**config.mk**
```make
export PLATFORM = sky130hd
export DESIGN_NAME = toggle_event_decoder
export DESIGN_NICKNAME = d
export VERILOG_FILES = /design/src/rtl/toggle_sig_pkg.sv /design/src/rtl/level_sync.sv /design/src/rtl/toggle_event_decoder.sv
export SDC_FILE = /design/constraint.sdc
export NUM_CORES = 1
export LEC_CHECK = 0
export CORE_MARGIN = 2
export CORE_UTILIZATION = 43
export CTS_CLUSTER_SIZE = 40
export DETAILED_ROUTE_END_ITERATION = 16
export PLACE_DENSITY_LB_ADDON = 0.08
export REMOVE_ABC_BUFFERS = 1
export SYNTH_ARGS = -nofsm -noshare
export SYNTH_HDL_FRONTEND = slang
export SYNTH_SLANG_ARGS = --single-unit
```
**constraint.sdc**
```tcl
create_clock -name clk -period 1.89 [get_ports clk]
set_input_delay 0.378 -clock clk [delete_from_list [all_inputs] [get_ports clk]]
set_output_delay 0.378 -clock clk [all_outputs]
set_load 0.1 [all_outputs]
```
**src/rtl/toggle_sig_pkg.sv**
```systemverilog
// Shared definitions for the two-phase toggle signalling blocks.
//   tgl_dec_state_t : receive-side state machine encoding (ALIGN, RUN)
//   TGL_SYNC_MIN    : smallest usable synchroniser depth
package toggle_sig_pkg;

   typedef enum logic {
      ALIGN = 1'b0,
      RUN   = 1'b1
   } tgl_dec_state_t;

   localparam int unsigned TGL_SYNC_MIN = 2;

endpackage

```
**src/rtl/level_sync.sv**
```systemverilog
// Multi-flop level synchroniser with asynchronous active-high reset.
// Shared by the sender and receiver sides of the toggle link.
//   clk_i : destination clock
//   rst_i : asynchronous active-high reset, clears every stage
//   d_i   : level to synchronise (may be asynchronous to clk_i)
//   q_o   : synchronised level, last stage of the chain
module level_sync
   import toggle_sig_pkg::*;
#(
   parameter int unsigned STAGES = 2
) (
   input  logic clk_i,
   input  logic rst_i,
   input  logic d_i,
   output logic q_o
);

   // Depths below the minimum are raised rather than silently producing
   // a metastability-prone single-flop path.
   localparam int unsigned N = (STAGES < TGL_SYNC_MIN) ? TGL_SYNC_MIN : STAGES;

   logic [N-1:0] s_q;

   always_ff @(posedge clk_i or posedge rst_i) begin
      if (rst_i) begin
         s_q <= '0;
      end else begin
         s_q <= {s_q[N-2:0], d_i};
      end
   end

   assign q_o = s_q[N-1];

endmodule

```
**src/rtl/toggle_event_decoder.sv**
```systemverilog
// Receive side of the two-phase toggle link. Synchronises tgl_in, turns each
// level flip into one event, queues up to DEPTH events behind a valid/ready
// handshake and flips ack_tgl once per consumed event.
//   clk       : sole clock, rising edge
//   reset     : asynchronous active-high reset
//   tgl_in    : toggle level from the sender
//   evt_ready : consumer takes one event per cycle while evt_valid is high
//   ovf_clr   : clears the sticky overflow flag
//   evt_valid : at least one event pending
//   pending   : number of queued events, 0..DEPTH
//   ack_tgl   : flips once per accepted event
//   overflow  : sticky, an event was dropped because the queue was full
//   running   : block is in the RUN state
module toggle_event_decoder
   import toggle_sig_pkg::*;
#(
   parameter  int unsigned SYNC_STAGES = 2,
   parameter  int unsigned DEPTH       = 7,
   localparam int unsigned CNT_W       = $clog2(DEPTH + 1)
) (
   input  logic             clk,
   input  logic             reset,
   input  logic             tgl_in,
   input  logic             evt_ready,
   input  logic             ovf_clr,
   output logic             evt_valid,
   output logic [CNT_W-1:0] pending,
   output logic             ack_tgl,
   output logic             overflow,
   output logic             running
);

   localparam int unsigned SYNC_N = (SYNC_STAGES < TGL_SYNC_MIN) ? TGL_SYNC_MIN : SYNC_STAGES;
   localparam int unsigned ALN_W  = $clog2(SYNC_N + 1);

   tgl_dec_state_t   state_q, state_d;
   logic [ALN_W-1:0] aln_cnt_q, aln_cnt_d;
   logic             prev_q, prev_d;
   logic [CNT_W-1:0] pending_q, pending_d;
   logic             ack_q, ack_d;
   logic             ovf_q, ovf_d;

   logic             sync_lvl;
   logic             edge_det;
   logic             accept;
   logic             full;

   level_sync #(
      .STAGES (SYNC_N)
   ) u_sync (
      .clk_i (clk),
      .rst_i (reset),
      .d_i   (tgl_in),
      .q_o   (sync_lvl)
   );

   assign full     = (pending_q == CNT_W'(DEPTH));
   assign accept   = evt_valid & evt_ready;
   // Edges are ignored while aligning so the level present at reset
   // release is absorbed into prev_q instead of being reported.
   assign edge_det = (state_q == RUN) & (sync_lvl ^ prev_q);

   always_ff @(posedge clk or posedge reset) begin
      if (reset) begin
         state_q   <= ALIGN;
         aln_cnt_q <= ALN_W'(SYNC_N);
         prev_q    <= 1'b0;
         pending_q <= '0;
         ack_q     <= 1'b0;
         ovf_q     <= 1'b0;
      end else begin
         state_q   <= state_d;
         aln_cnt_q <= aln_cnt_d;
         prev_q    <= prev_d;
         pending_q <= pending_d;
         ack_q     <= ack_d;
         ovf_q     <= ovf_d;
      end
   end

   always_comb begin
      state_d   = state_q;
      aln_cnt_d = aln_cnt_q;
      prev_d    = sync_lvl;
      pending_d = pending_q;
      ack_d     = ack_q ^ accept;
      ovf_d     = ovf_q;

      case (state_q)
         ALIGN: begin
            if (aln_cnt_q == '0) begin
               state_d = RUN;
            end else begin
               aln_cnt_d = aln_cnt_q - ALN_W'(1);
            end
         end
         RUN: begin
            state_d = RUN;
         end
         default: begin
            state_d = ALIGN;
         end
      endcase

      if (ovf_clr) begin
         ovf_d = 1'b0;
      end

      // Edge and accept together cancel out, so a full queue is not an
      // overflow in that cycle. A drop in the same cycle as ovf_clr wins.
      if (edge_det && !accept) begin
         if (full) begin
            ovf_d = 1'b1;
         end else begin
            pending_d = pending_q + CNT_W'(1);
         end
      end else if (accept && !edge_det) begin
         pending_d = pending_q - CNT_W'(1);
      end
   end

   assign evt_valid = (pending_q != '0);
   assign pending   = pending_q;
   assign ack_tgl   = ack_q;
   assign overflow  = ovf_q;
   assign running   = (state_q == RUN);

endmodule

```
==> reports/metrics.yaml <==
pwr:
  power_switching_mw: 0.838
  p_leak_nw: 0.428
  ir_drop_mv: 1.34
  powerDensity_nw_per_um2: 1730
  p_int_mw: 0.862
  seqPwrFrac_pct: 19.7
  clockPowerShare_pct: 9.7
  swShare_pct: 49.3
  pwr-share-comb_pct: 70.6
  finalPower_mw: 1.70
critical_path:
  crit_type: "reg -> reg"
  reg2regPathDepth: 8
  worst-endpoint-arrival_ns: 2.09
  cp-end-kind: "register"
  crit-reg2reg-launch: "pending[2]"
  cp-startpoint: "pending[2]"
  cp.required_ns: 2.10
  cp-start-kind: "register"
  worstPathMaxFanout: 4
  rr_endpoint: "pending[2]"
  r2r_slack_ns: 0.009
global_route:
  grt_pass1_wl_um: 2260
  antenna_found_initial: 0
  grt_usage_pct: 17.7
  grt_start_max_net_pins: 15
  grt-ovfl-total: 0
  grt_pass1_vias: 498
routing:
  avgRoutedWirePerCell_um: 13.2
  routed_wl_um: 1370
  drtPass1Iterations: 4
  vias: 561
  vias_per_cell: 5.39
  drt_iter0_drc: 5
  drc: 0
  route.antenna.remaining_nets: 0
sta:
  relSlewSlack_pct: 71.4
  finalCritPeriodShare_pct: 99.5
  rsz0062_at_grt: "yes"
  fmax_mhz: 532
  finalCriticalPeriod_ns: 1.88
  hold_viol: 0
  setup_viol: 0
  tightestPinTransition_ns: 0.429
  slew_viol_final: 0
  skew_ns: 0.00227
clocking:
  cts_made_buffers: 3
  cts_tree: "built"
  clockRootBuffer: "clkbuf_4"
  clock_latency_ns: 0.27
  hold_buffers: 0
  cts.clk_slew.worst_paths_ns: 0.07
  clock_path_buffers: 2
  cts_num_sinks: 11
  htreeDepth: 1
hold_path:
  hp-class: "reg -> reg"
  whs_path_depth: 0
  hp-start: "u_sync.s_q[0]"
  hold-path-endpoint: "u_sync.s_q[1]"
floorplanning:
  placementRows: 13
  die_x_um: 41.8
  core_area_um2: 1320
  dieHeight_um: 41.8
  die_area_um2: 1750
  ios: 12
  initial_core_util_pct: 46.6
synthesis:
  yosysTopAreaCellShare_pct: 40.7
  ys_seq_area_share_pct: 45.0
  synth_area_um2: 614
  synthAdderAreaFrac_pct: 4.07
  yosys_warnings: 0
  synth-seq-cells: 11
  synth_top_family_by_area: "compound AO/OA/AOI/OAI gates"
  synthMuxAreaShare_pct: 1.63
  synth_cell_types: 29
  synthCells: 65
  synth_largest_area_cell: "dfrtp_1"
  synth.avg_cell_area_um2: 9.45
  ys_top_cells_by_area: "dfrtp_1, dfstp_2, inv_1, xnor2_1, ha_1"
  synth-compound-area-share_pct: 20.6
  yosys.area_share.simple_pct: 15.3
  synthXorXnorAreaFrac_pct: 6.92
final_layout:
  fin_nets: 97
  areaGrowthSynthToFinish_pct: 60.1
  num_antenna_cells: 0
  drive_above_1_share_pct: 37.1
  nFillCells: 93
  finalInstanceArea_um2: 983
placement:
  post-dp-hpwl_um: 942
  placed_cell_area_um2: 867
  io_buffers: 11
  place.gp.congestion: 0.874
status:
  status: "completed"
flow_run:
  cap_violations: 0
## state kept, by name (all words and copies together), names as in the netlist
name and flops:
aln_cnt_q 2, u_sync.s_q 2, ack_tgl 1, running 1
pending 3, prev_q 1, overflow 1
## worst max path at each step
stage	end	slack (ns)	cells after the start
after global placement	pending[2]	-0.08	8
after CTS	pending[2]	0.01	8
after floorplan	pending[1]	-1.22	9
final	pending[2]	0.009	8
after detailed placement	pending[1]	-0.08	9
after global routing	pending[2]	-0.07	8
## metal layers
layer	part of all wire, %	vias to the layer above	track usage, %
met3	4.2	4	4.35
met5	0	-	0
met2	45	14	22.5
met4	1.4	0	11.6
met1	50	268	25.8
li1	-	275	-
## placed cells by master, fill, tap and decap left out, types with 2 or more instances in the layout
| cell | count |
|---|---|
| dfrtp_1 | 10 |
| nand2_4 | 2 |
| a31oi_1 | 2 |
| inv_1 | 7 |
| nand2b_1 | 2 |
| nor2_1 | 4 |
| xnor2_1 | 2 |
| buf_4 | 12 |
| clkbuf_4 | 3 |
| o211ai_1 | 2 |
| nand2_1 | 4 |
| o21ai_0 | 3 |
| clkdlybuf4s50_1 | 4 |
| nand3_1 | 2 |
| a21oi_1 | 3 |
| buf_12 | 7 |
## what timing repair did
item                       CTS  global route
gates resized for setup      8             4
buffers inserted             1             2
setup endpoints to repair    2             2
pin swaps                    6             7
hold endpoints to repair     0             0
## cell usage after synthesis (all sizes together)
| master | number |
|---|---|
| a21oi | 4 |
| nand2b | 2 |
| nor2b | 1 |
| a32o | 1 |
| and2 | 1 |
| clkbuf | 2 |
| a211o | 1 |
| mux2i | 1 |
| nand3 | 3 |
| o2111ai | 1 |
| a31oi | 2 |
| buf | 1 |
| nand2 | 6 |
| dfrtp | 10 |
| o21a | 1 |
| xnor2 | 3 |
| o32a | 1 |
| a2bb2oi | 1 |
| or3 | 1 |
| o21ai | 3 |
| o211ai | 2 |
| nor2 | 4 |
| ha | 2 |
| dfstp | 1 |
| xor2 | 1 |
| a22o | 1 |
| inv | 7 |
| nand4b | 1 |
## kinds of logic (layout without fill, tap and decap cells)
group                      count (synthesis)  count (layout)
muxes                                      1               1
xor gates and xnor gates                   4               4
buffers and inverters                     10              34
AOI/OAI and AO/OA                         18              18
adders and majority gates                  2               2
DFF                                       11              11
and+or+nand+nor                           19              19
## power by group through the flow
stage	Sequential, mW	Clock [mW]	Combinational, mW
2_1_floorplan	0.713	0	0.287
3_3_place_gp	0.336	0	1.06
3_5_place_dp	0.337	0	1.07
4_1_cts	0.335	0.170	1.15
5_1_grt	0.343	0.183	1.25
6_report	0.335	0.165	1.20
## critical path: stages, from the launching register on
cell and delay (ns):
dfrtp_1 0.38, or3_4 0.41, nand2_4 0.09, nand2_4 0.06, xnor2_4 0.13, ha_4 0.18, a211o_4 0.26, a21oi_2 0.12
o32a_1 0.18
## through the flow
step | setup TNS, ns | hold WS [ns] | setup WS (ns) | util (%) | std cells
2_1_floorplan | -3.21 | 0.230 | -1.22 | - | 62
3_3_place_gp | -0.113 | 0.336 | -0.0754 | 65.8 | 97
3_5_place_dp | -0.143 | 0.338 | -0.0802 | 65.8 | 97
4_1_cts | 0 | 0.359 | 0.0144 | 71.3 | 102
5_1_grt | -0.0870 | 0.364 | -0.0674 | 74.6 | 104
6_report | 0 | 0.356 | 0.00887 | 74.6 | 104
## cell type report
cell class	instances	area (um2)	area share [%]
multi-input cells	44	365	37.2
flip-flops and latches	11	277	28.1
repair buffers	23	270	27.5
clock buffers	4	26.3	2.67
inverters	7	26.3	2.67
well taps	15	18.8	1.91
Note: power is estimated with default switching activity, not from simulation.
